### src/rtl/jtbubl_rom_arb.sv
// jtbubl_rom_arb: SDRAM read arbiter for up to eight ROM slots, one cached 32-bit line per slot.
// Ports: clk/rst, downloading/loop_rst, slot_cs/addr/dout/ok, sdram_req/addr/ack, data_rdy/read, refresh_en.
module jtbubl_rom_arb #(
  parameter int                  SLOTS   = 5,
  parameter int                  AW      = 18,
  parameter logic [SLOTS*22-1:0] OFFSETS = '0,
  parameter logic [SLOTS-1:0]    DW32    = '0,
  parameter bit                  RR      = 1'b0
) (
  input  logic                clk,
  input  logic                rst,
  input  logic                downloading,
  input  logic                loop_rst,
  input  logic [SLOTS-1:0]    slot_cs,
  input  logic [SLOTS*AW-1:0] slot_addr,
  output logic [SLOTS*32-1:0] slot_dout,
  output logic [SLOTS-1:0]    slot_ok,
  output logic                sdram_req,
  output logic [21:0]         sdram_addr,
  input  logic                sdram_ack,
  input  logic                data_rdy,
  input  logic [31:0]         data_read,
  output logic                refresh_en
);

  localparam int IW = (SLOTS > 1) ? $clog2(SLOTS) : 1;

  typedef enum logic [1:0] {
    IDLE,
    WAIT_ACK,
    WAIT_DATA
  } state_t;

  state_t           state_q, state_d;
  logic [SLOTS-1:0] valid_q, valid_d;
  logic [AW-1:0]    tag_q  [SLOTS];
  logic [AW-1:0]    tag_d  [SLOTS];
  logic [31:0]      line_q [SLOTS];
  logic [31:0]      line_d [SLOTS];
  logic [IW-1:0]    win_q, win_d;
  logic [IW-1:0]    last_q, last_d;
  logic [AW-1:0]    wtag_q, wtag_d;
  logic [21:0]      addr_q, addr_d;
  logic             req_q, req_d;

  logic             hold;
  logic             blk;
  logic [AW-1:0]    tag_now [SLOTS];
  logic [21:0]      fetch   [SLOTS];
  logic [SLOTS-1:0] hit;
  logic [SLOTS-1:0] pend;
  logic             any_pend;
  logic [IW-1:0]    pick;
  logic             found;
  int               start;
  int               idx;

  assign blk  = downloading | loop_rst;
  assign hold = rst | blk;

  for (genvar i = 0; i < SLOTS; i++) begin : g_slot
    logic [AW-1:0] a;
    logic [21:0]   base;

    assign a = slot_addr[i*AW +: AW];

    if (DW32[i]) begin : g_w32
      assign tag_now[i] = a;
      assign base       = 22'({a, 1'b0});
      assign slot_dout[i*32 +: 32] = line_q[i];
    end else begin : g_w8
      logic [1:0] bsel;
      assign bsel       = a[1:0];
      assign tag_now[i] = AW'(a[AW-1:2]);
      assign base       = 22'({a[AW-1:2], 1'b0});
      assign slot_dout[i*32 +: 32] =
        {24'd0, line_q[i][{bsel, 3'b000} +: 8]};
    end

    assign fetch[i] = OFFSETS[i*22 +: 22] + base;
    assign hit[i]   = slot_cs[i] & valid_q[i]
                    & (tag_q[i] == tag_now[i]);
    // a blocked controller never reports misses
    assign pend[i]  = slot_cs[i] & ~hit[i] & ~hold;
  end

  assign slot_ok    = hit & {SLOTS{~hold}};
  assign any_pend   = |pend;
  assign refresh_en = (state_q == IDLE) & ~any_pend;
  assign sdram_req  = req_q;
  assign sdram_addr = addr_q;

  // search starts at 0 for fixed priority, after the last grant otherwise
  always_comb begin
    pick  = '0;
    found = 1'b0;
    start = 0;
    idx   = 0;
    if (RR && (last_q != IW'(SLOTS-1))) begin
      start = int'(last_q) + 1;
    end
    for (int k = 0; k < SLOTS; k++) begin
      idx = (start + k) % SLOTS;
      if (!found && pend[idx]) begin
        found = 1'b1;
        pick  = IW'(idx);
      end
    end
  end

  always_comb begin
    state_d = state_q;
    valid_d = valid_q;
    tag_d   = tag_q;
    line_d  = line_q;
    win_d   = win_q;
    last_d  = last_q;
    wtag_d  = wtag_q;
    addr_d  = addr_q;
    req_d   = req_q;
    if (blk) begin
      // abandon any transfer; its late data_rdy lands in IDLE
      state_d = IDLE;
      valid_d = '0;
      req_d   = 1'b0;
    end else begin
      unique case (state_q)
        IDLE: begin
          if (any_pend) begin
            win_d   = pick;
            last_d  = pick;
            wtag_d  = tag_now[pick];
            addr_d  = fetch[pick];
            req_d   = 1'b1;
            state_d = WAIT_ACK;
          end
        end
        WAIT_ACK: begin
          if (sdram_ack) begin
            req_d   = 1'b0;
            state_d = WAIT_DATA;
          end
        end
        WAIT_DATA: begin
          // tag comes from grant time, so a moved address misses again
          if (data_rdy) begin
            line_d[win_q]  = data_read;
            tag_d[win_q]   = wtag_q;
            valid_d[win_q] = 1'b1;
            state_d        = IDLE;
          end
        end
        default: state_d = IDLE;
      endcase
    end
  end

  always_ff @(posedge clk) begin
    if (rst) begin
      state_q <= IDLE;
      valid_q <= '0;
      win_q   <= '0;
      last_q  <= IW'(SLOTS-1);
      wtag_q  <= '0;
      addr_q  <= '0;
      req_q   <= 1'b0;
      for (int i = 0; i < SLOTS; i++) begin
        tag_q[i]  <= '0;
        line_q[i] <= '0;
      end
    end else begin
      state_q <= state_d;
      valid_q <= valid_d;
      win_q   <= win_d;
      last_q  <= last_d;
      wtag_q  <= wtag_d;
      addr_q  <= addr_d;
      req_q   <= req_d;
      tag_q   <= tag_d;
      line_q  <= line_d;
    end
  end

endmodule

### config.mk
export PLATFORM = sky130hd
export DESIGN_NAME = jtbubl_rom_arb
export DESIGN_NICKNAME = d
export VERILOG_FILES = /design/src/rtl/jtbubl_rom_arb.sv
export SDC_FILE = /design/constraint.sdc
export NUM_CORES = 1
export LEC_CHECK = 0
export BUFFER_PORTS_ARGS = -buffer_cell sky130_fd_sc_hd__buf_2
export CORE_ASPECT_RATIO = 0.7
export CORE_MARGIN = 2
export CORE_UTILIZATION = 25
export CTS_CLUSTER_DIAMETER = 30
export DETAILED_ROUTE_END_ITERATION = 8
export GPL_TIMING_DRIVEN = 0
export PLACE_DENSITY = 0.46
export SYNTH_ARGS = -nofsm -noshare
export SYNTH_HDL_FRONTEND = slang
export SYNTH_SLANG_ARGS = --single-unit
### constraint.sdc
create_clock -name clk -period 1.7 [get_ports clk]
set_input_delay 0.17 -clock clk [delete_from_list [all_inputs] [get_ports clk]]
set_output_delay 0.17 -clock clk [all_outputs]
set_load 0.01 [all_outputs]
==> key figures, run 1 <==
Cells and area
  – Commonest non-fill, non-tap cell in the layout: nand2_1
  – Diode count: 0
  – Area Overhead vs Synth: 61.8%
  – Fillers: 4,965
  – Nets@finish: 2,211
  – Share of cells above drive strength 1: between 40% and 50%
  – Reg area: between 5000 and 6000 µm²
  – Commonest non-fill, non-tap cells in the layout: nand2_1, dfxtp_1, buf_4
  – Multi-input logic area: 7650 µm²
  – Post-route design area: 20,700 µm²

Outcome
  – Status: complete, but fails checks
  – Failing checks: negative setup slack

Timing
  – # setup viols final: 140
  – Period minus WS final: 2.72 ns
  – Final setup TNS: -23.72 ns
  – Relative slew slack: 40.2%
  – Min Hold Slack: ~0.010 ns
  – Worst clock skew: ~0.023 ns
  – Setup ws final: -1.02 ns
  – Max-slew violations: 0
  – RSZ-0062 raised after global routing: yes
  – Final hold violations: 0
  – Fmax: 0.368 GHz
  – Part of the cycle the worst path needs: 160%
  – Tightest Pin Transition: 0.897 ns

CTS
  – Clock Tree Root: clkbuf_16
  – Longest Clk Path Bufs: 3
  – CTS tree: yes
  – TritonCTS Buffers: between 60 and 70
  – CTS clk-pin slew, worst paths: 0.04 ns
  – CTS H-tree lvls: 2
  – CTS sink count: 267
  – Clk_lat worst skew: 0.61 ns

Power and ir drop
  – Lkg Pwr: a little over 0.008 µW
  – Worst VDD drop: 0.000929 V
  – Logic pwr share: roughly 8.6%
  – Sw Share: 24.5%
  – Clock share of power: 60.5%
  – Power Density: 1030 nW/µm²
  – Pint: 16,100 µW
  – Sw Pwr: 5220 µW
  – Seq pwr share: 31.0%

Critical path
  – Worst setup endpoint: refresh_en
  – Worst R2R Setup Slack: -0.96 ns
  – Worst r2r src: tag_q[31]$_SDFFE_PP0P_
  – Critical Path RT: 1.53 ns
  – Worst Setup SP: tag_q[31]$_SDFFE_PP0P_
  – Critical path peak fanout: 2
  – R2R depth: 12
  – Reg-to-reg endpoint: wtag_q[11]$_SDFFE_PP0P_
  – Startpoint Class: flip-flop
  – Worst EP arrival: between 2 and 3 ns
  – Endpoint type of the worst setup path: primary output
  – Crit path kind: flip-flop to primary output

Floorplan
  – Row cnt: 69
  – Die area: 53,000 µm²
  – Die Wd: 274 µm
  – I/O pin count: 322
  – Starting density of the core: approximately a quarter
  – Core area: around 51,000 µm²
  – Die H: 193 µm

Logic synthesis
  – Post-Synthesis Cell Area: 12,800 µm²
  – Avg Inst Size Synth: 8.14 µm²
  – YS warnings: 0
  – Largest area contributor in the netlist: dfxtp_1
  – Register area share after synthesis: between 40% and 50%
  – Top post-synthesis cells by area: dfxtp_1, nand2_1, a21oi_1
  – Synth top area share: 41.8%
  – Syn Inst Count: 1,570
  – Register bit count reported by yosys: ~270
  – Library cells used by synthesis: 44

Place
  – RePlAce Congestion: roughly 0.9
  – # port buffers: 185
  – Cell Area, Placed: 15,100 µm²
  – Post-DP HPWL: 40,400 µm
  – Worst slack at placement: -0.916 ns

GRT
  – Overflow after GRT: 0
  – Initial antenna violation count: 0
  – Largest net degree at the start of global routing: 18
  – First-pass GRT wire length: between 80,000 and 90,000 µm
  – Vias in the first global route: 12,200
  – Gr usage total: 20.4%

Drt
  – First-pass DRT Iterations: 7
  – Antenna Violating Nets Remaining: 0
  – Routed via count: ~13,000
  – DRC Markers: 0
  – Routed wire per std cell: 20.5 µm
  – Vias per cell: 4.61
  – DR iter-0 viols: 817
  – Routed WL: 57,300 µm

Hold path
  – Hold Crit Depth: 3
  – Hold WC Path Type: primary input to flip-flop

Run
  – Max_cap viols: 0
## synth_stat cells, drive strengths merged
library cell	number
nand2	530
dfxtp	267
a21oi	247
buf	157
clkbuf	71
xnor2	64
mux4	40
o21ai	36
o211ai	32
nor2	31
nand4	16
o221ai	16
xor2	16
nor3	12
nand3	8
a31oi	4
and2	4
a31o	3
and3	2
nand3b	2
nor2b	2
nor4	2
a211oi	1
a21o	1
conb	1
nand2b	1
nor4b	1
o41ai	1
or2	1
or3	1
## sequential cells by signal (all words and copies together), names as in the netlist
signal	cells
line_q	160
sdram_req	1
state_q	2
tag_q	80
valid_q	5
win_q	3
wtag_q	16
## stage by stage
stage / instances / power (µW) / utilization (%)
CTS: 2763 / 21300 / 37.8
global route: 2800 / 21900 / 40.9
detailed placement: 2554 / 8200 / 29.9
finish: 2800 / 21300 / 40.9
floorplan: 1695 / 7420 / -
global placement: 2554 / 8200 / 29.9
## kinds of logic (layout without fill, tap and decap cells)
group	after synthesis	in the layout	share of synthesized area (%)
buf+inv	228	659	11.0
flops	267	267	41.8
other cells	1	126	0.0293
mux	40	40	7.05
simple gates	613	613	19.4
xor+xnor	80	80	5.48
compound gates	341	341	15.3
## area by class of cell
cell class	count	share of cell area, %
flip-flops and latches	267	26.4
multi-input cells	1200	37.0
clock inverters	33	2.59
plain buffers	225	8.53
clock buffers	78	8.41
repair buffers	323	13.0
well taps	674	4.08
## power groups by stage
stage / clock network (µW) / logic, µW / registers (µW)
floorplan: 0 / 851 / 6570
global route: 13400 / 1930 / 6600
detailed placement: 0 / 1510 / 6690
finish: 12900 / 1830 / 6610
global placement: 0 / 1510 / 6690
CTS: 13000 / 1690 / 6560
## worst max-delay path, cell delays in order (launching register included)
cell,delay [ns]
dfxtp_1,0.37
xnor2_1,0.13
nand4_1,0.13
nor4_2,0.34
a21o_1,0.19
buf_6,0.12
nand4_4,0.07
or2_4,0.27
nor3_4,0.16
buf_2,0.17
## worst min-delay path by stage
stage | slack [ns] | to | from
3_5_place_dp | 0.43 | wtag_q[13]$_SDFFE_PP0P_ | slot_addr[87]
6_report | 0.01 | wtag_q[15]$_SDFFE_PP0P_ | slot_addr[35]
2_1_floorplan | 0.30 | wtag_q[15]$_SDFFE_PP0P_ | slot_addr[89]
3_3_place_gp | 0.43 | wtag_q[13]$_SDFFE_PP0P_ | slot_addr[87]
5_1_grt | 0.02 | wtag_q[6]$_SDFFE_PP0P_ | slot_addr[8]
4_1_cts | 0.002 | wtag_q[6]$_SDFFE_PP0P_ | slot_addr[8]
## per-layer routing
layer / wire [µm] / track usage (%)
met4: 1240 / 5.58
met2: 26100 / 31.3
met3: 4120 / 3.26
met1: 25800 / 29.5
met5: 0 / 0
## what timing repair did
| action | 4_1_cts | 5_1_grt |
|---|---|---|
| endpoints found under the setup margin | 307 | 252 |
| hold endpoints to repair | 178 | 1 |
| hold buffers | 65 | 1 |
| pin swaps | 34 | 84 |
| setup buffers | 29 | 32 |
| gates cloned | 4 | 8 |
| resized for setup | 224 | 381 |
No activity file was read; power rests on OpenSTA's default activity.
==> inputs of run 2 (changes only) <==
Settings changed: PLACE_DENSITY 0.46 to 0.45.
Clock period 1.7 ns to 3.21 ns, I/O delays scaled along.
==> key figures, run 2 (synthesis results as in run 1) <==
Outcome
  – Status: completed

Cells and area
  – Commonest non-fill, non-tap cell in the layout: nand2_1
  – Commonest non-fill, non-tap cells in the layout: nand2_1, dfxtp_1, a21oi_1
  – Area Overhead vs Synth: 37.8%
  – Nets@finish: ~2,100
  – Max reg flops: 160
  – Reg area: 5350 µm²
  – Post-Route Utilization: 34.8%
  – Fillers: 5,302
  – Largest regs: line_q x160, tag_q x80, wtag_q x16
  – Share of cells above drive strength 1: 26.3%
  – Multi-input logic area: about 6500 µm²
  – Largest register by flop count: line_q

Drt
  – DR iter-0 viols: 1,110
  – Routed wl met2: 22,700 µm
  – Vias per cell: approximately 4.5
  – Routed via count: approximately 12,000
  – DR WL met3: between 3000 and 4000 µm
  – First-pass DRT Iterations: 5
  – DRC Markers: 0
  – Routed wire per std cell: 19.5 µm
  – Met1 WL: 25,700 µm
  – Antenna Violating Nets Remaining: 0
  – DR top layer: met5
  – Routed WL: 52,600 µm

CTS
  – Clk_lat worst skew: 0.55 ns
  – CTS H-tree lvls: 3
  – Longest Clk Path Bufs: 3
  – CTS clk-pin slew, worst paths: roughly 0.040 ns
  – CTS tree: yes
  – CTS sink count: ~270
  – Clock Tree Root: clkbuf_16
  – TritonCTS Buffers: 75

Timing
  – # setup viols final: 0
  – Fmax: 0.336 GHz
  – Worst clock skew: 0.0185 ns
  – Max-slew violations: 0
  – Tightest Pin Transition: 0.794 ns
  – Relative slew slack: 47.1%
  – Final hold violations: 0
  – RSZ-0062 raised after global routing: no
  – Part of the cycle the worst path needs: between 90% and 100%
  – Final setup TNS: 0 ns
  – Period minus WS final: 2.98 ns

Critical path
  – Crit path largest cell delay: between 0.3 and 0.4 ns
  – R2R depth: 10
  – Startpoint Class: flip-flop
  – Critical path peak fanout: 10
  – Critical Path RT: 2.89 ns
  – Reg-to-reg endpoint: wtag_q[12]$_SDFFE_PP0P_
  – Worst EP arrival: approximately 2.7 ns
  – Worst r2r src: tag_q[0]$_SDFFE_PP0P_
  – Crit path kind: flip-flop to primary output
  – Worst R2R Setup Slack: 0.36 ns
  – CP Cell Sequence: xnor2_1 -> nand4_1 -> nor4_4 -> a21o_1 -> buf_6 -> nand4_4 -> or2_4 -> nor3_2 -> buf_2
  – Crit path max-delay cell type: nor4_4
  – Endpoint type of the worst setup path: primary output

Hold path
  – Worst hold start: slot_addr[84]
  – Hold Crit Depth: 3
  – Hold WC Path Type: primary input to flip-flop
  – Hold Path Sink: wtag_q[10]$_SDFFE_PP0P_

Power and ir drop
  – Power Density: between 600 and 700 nW/µm²
  – Sw Pwr: ~2800 µW
  – Tot Pwr: 11,800 µW
  – Seq pwr share: 29.5%
  – Lkg Pwr: approximately 0.0068 µW
  – Logic pwr share: 6.9%
  – Clock share of power: a little under two thirds
  – Worst VDD drop: ~0.00029 V
  – Pint: 9030 µW
  – Sw Share: 23.5%

GRT
  – First-pass GRT wire length: 76,100 µm
  – Overflow after GRT: 0
  – Vias in the first global route: 11,700
  – Initial antenna violation count: 6
  – Gr usage total: 19.4%
  – Largest net degree at the start of global routing: 11

Place
  – RePlAce Congestion: 0.856
  – # port buffers: 185
  – Post-DP HPWL: 40,000 µm

Floorplan
  – I/O pin count: 322
  – Core area: roughly 50,000 µm²
  – Die area: around 53,000 µm²
  – Die H: 193 µm
  – Row cnt: 69
  – Die Wd: 274 µm
  – Starting density of the core: 25.3%

Run
  – Max_cap viols: 0
## run 2: layout make-up
class,count,area share [%]
clock inverters,33,2.31
well taps,674,4.79
multi-input cells,1200,37.1
plain buffers,228,7.95
flip-flops and latches,267,30.3
diodes,3,0.0426
clock buffers,100,12.2
repair buffers,186,5.30
## run 2: power groups by stage
stage	sequential, µW	clock [µW]	combinational, µW
6_report	3490	7510	811
5_1_grt	3480	7790	862
4_1_cts	3480	7570	797
3_5_place_dp	3540	0	796
3_3_place_gp	3540	0	794
2_1_floorplan	3480	0	436
## run 2: routing by layer
layer | global-route usage (%) | up-vias
met3 | 3.79 | 83
met5 | 0 | -
met4 | 5.09 | 6
met1 | 28.6 | 5756
li1 | - | 5834
met2 | 28.6 | 383
## run 2: worst max-delay path: cells and delay by family (launching register included)
kind                   cells  cell delay, ns
XOR/XNOR                   1            0.22
buffers and inverters      2            0.32
flip-flops                 1            0.32
AO/OA/AOI/OAI              1            0.18
AND/OR/NAND/NOR            5            1.07
## run 2: how the worst max path moves through the flow
stage                           startpoint          to  slack, ns  depth (start not counted)
floorplan           tag_q[24]$_SDFFE_PP0P_  refresh_en       1.03                          8
global placement             slot_addr[58]  refresh_en       0.27                         10
detailed placement           slot_addr[58]  refresh_en       0.33                         10
CTS                 tag_q[61]$_SDFFE_PP0P_  refresh_en       0.02                          8
global route        tag_q[20]$_SDFFE_PP0P_  refresh_en       0.11                          9
finish              tag_q[20]$_SDFFE_PP0P_  refresh_en       0.23                          9
## run 2: timing repair
action	in CTS	in global routing
gates resized for setup	1	3
setup endpoints to repair	1	1
buffers inserted	0	1
hold buffers	0	0
pin swaps	1	3
## run 2: per-stage QoR
step / hold WS (ns) / worst slack [ns] / instances / instance area, µm²
after CTS: 0.0114 / 0.0205 / 2687 / 17600
after global placement: 0.436 / 0.273 / 2554 / 15000
after global routing: 0.0350 / 0.106 / 2688 / 17600
after detailed placement: 0.444 / 0.334 / 2554 / 15000
final: 0.0316 / 0.235 / 2691 / 17600
after floorplan: 0.429 / 1.03 / 1695 / 13300
==> inputs of run 3 (changes only) <==
Settings changed: RECOVER_POWER set to 100.
==> key figures, run 3 (synthesis results as in run 1) <==
Drt
  – Vias per cell: 4.50
  – Routed via count: 12,100
  – First-pass DRT Iterations: 5
  – DRC Markers: 0
  – Routed wire per std cell: 19.5 µm
  – DR iter-0 viols: 1,076
  – Routed WL: 52,600 µm
  – Antenna Violating Nets Remaining: 0

Timing
  – Period minus WS final: roughly 3.0 ns
  – Fmax: roughly 0.33 GHz
  – Final hold violations: 0
  – Tightest Pin Transition: about 0.86 ns
  – Final setup TNS: 0 ns
  – Setup ws final: 0.202 ns
  – Part of the cycle the worst path needs: 93.7%
  – # setup viols final: 0
  – Worst clock skew: 0.0205 ns
  – Max-slew violations: 0
  – Relative slew slack: 42.4%
  – RSZ-0062 raised after global routing: no

CTS
  – CTS H-tree lvls: 3
  – CTS clk-pin slew, worst paths: 0.04 ns
  – CTS sink count: 267
  – Clk_lat worst skew: 0.55 ns
  – Clock Tree Root: clkbuf_16
  – TritonCTS Buffers: 75
  – CTS tree: yes
  – Longest Clk Path Bufs: 3

Critical path
  – Worst EP arrival: 2.69 ns
  – Endpoint type of the worst setup path: primary output
  – Crit path kind: flip-flop to primary output
  – Critical Path RT: around 2.9 ns
  – Startpoint Class: flip-flop
  – Critical path peak fanout: 10

Cells and area
  – Reg area: about 5300 µm²
  – Commonest non-fill, non-tap cell in the layout: nand2_1
  – Nets@finish: 2,091
  – Share of cells above drive strength 1: roughly 23%
  – Area Overhead vs Synth: 36.9%
  – Max reg flops: 160
  – Multi-input logic area: between 6000 and 7000 µm²
  – Largest regs: line_q x160, tag_q x80, wtag_q x16
  – Commonest non-fill, non-tap cells in the layout: nand2_1, dfxtp_1, a21oi_1
  – Largest register by flop count: line_q
  – Fillers: 5,346

Power and ir drop
  – Lkg Pwr: 0.00651 µW
  – Tot Pwr: roughly 12,000 µW
  – Worst VDD drop: roughly 0.00029 V
  – Power Density: between 600 and 700 nW/µm²

Run
  – Max_cap viols: 0

Floorplan
  – I/O pin count: around 320
  – Die Wd: ~270 µm
  – Row cnt: slightly below 70
  – Die H: 193 µm
  – Core area: 50,600 µm²
  – Die area: 53,000 µm²
  – Starting density of the core: 25.3%

Outcome
  – Status: completed

GRT
  – Largest net degree at the start of global routing: 11
  – Overflow after GRT: 0
  – First-pass GRT wire length: 76,100 µm
  – Initial antenna violation count: 6
  – Gr usage total: 19.4%
  – Vias in the first global route: ~12,000

Place
  – Worst slack at placement: 0.334 ns
  – # port buffers: 185
  – RePlAce Congestion: between 0.8 and 0.9
  – Post-DP HPWL: 40,000 µm

Hold path
  – Hold WC Path Type: primary input to flip-flop
-- run 3: changes by cell type in the layout (fill, tap and decap cells not counted), moves of 2 or more --
| cell | delta |
|---|---|
| and2_0 | +3 |
| and2_1 | -3 |
| buf_1 | -2 |
| buf_2 | -74 |
| buf_6 | -2 |
| clkbuf_1 | +75 |
| clkbuf_2 | +4 |
-- run 3: path summary, 6_finish.rpt --
check | end | slack [ns] | from | cells after the start
hold reg to reg | line_q[109]$_SDFFE_PP0P_ | 0.45 | line_q[109]$_SDFFE_PP0P_ | 2
setup reg to reg | wtag_q[6]$_SDFFE_PP0P_ | 0.25 | tag_q[0]$_SDFFE_PP0P_ | 10
setup / recovery | refresh_en | 0.20 | tag_q[20]$_SDFFE_PP0P_ | 9
hold / removal | wtag_q[8]$_SDFFE_PP0P_ | 0.03 | slot_addr[82] | 3
-- run 3: area by class of cell --
class | instances | share of cell area, %
Buffer | 228 | 7.87
Clock buffer | 100 | 12.3
Timing Repair Buffer | 186 | 4.86
Sequential cell | 267 | 30.5
Multi-Input combinational cell | 1200 | 37.2
Antenna cell | 4 | 0.0572
Clock inverter | 33 | 2.33
Tap cell | 674 | 4.82
-- run 3: layer usage --
layer | global-route usage (%) | vias up | wire (µm)
li1 | - | 5834 | -
met1 | 28.6 | 5758 | 25500
met2 | 28.6 | 416 | 22600
met3 | 3.79 | 87 | 3420
met4 | 5.09 | 6 | 1050
met5 | 0 | - | 45
-- run 3: stage by stage --
stage	utilization, %	cell area (µm²)	hold slack (ns)	instances
floorplan	-	13300	0.429	1695
global placement	29.7	15000	0.436	2554
detailed placement	29.7	15000	0.444	2554
CTS	34.8	17600	0.0114	2687
global route	34.6	17500	0.0350	2688
finish	34.6	17500	0.0301	2692
-- run 3: report_power, final --
part / leakage [µW] / switching [µW] / internal (µW)
Sequential: 0.00215 / 122 / 3360
Combinational: 0.00309 / 500 / 299
Clock: 0.00127 / 2160 / 5350
-- run 3: repair_timing --
item | CTS | global route
setup buffers | 0 | 1
resized for setup | 1 | 3
setup endpoints to repair | 1 | 1
hold buffers | 0 | 0
cloned | 0 | 0
pin swaps | 1 | 3
-- run 3: critical path: stages, from the launching register on --
cell and delay [ns]:
dfxtp_1 0.32, xnor2_1 0.22, nand4_1 0.20, nor4_4 0.34, a21o_1 0.18, buf_6 0.15
nand4_4 0.09, or2_4 0.26, nor3_2 0.17, clkbuf_1 0.20
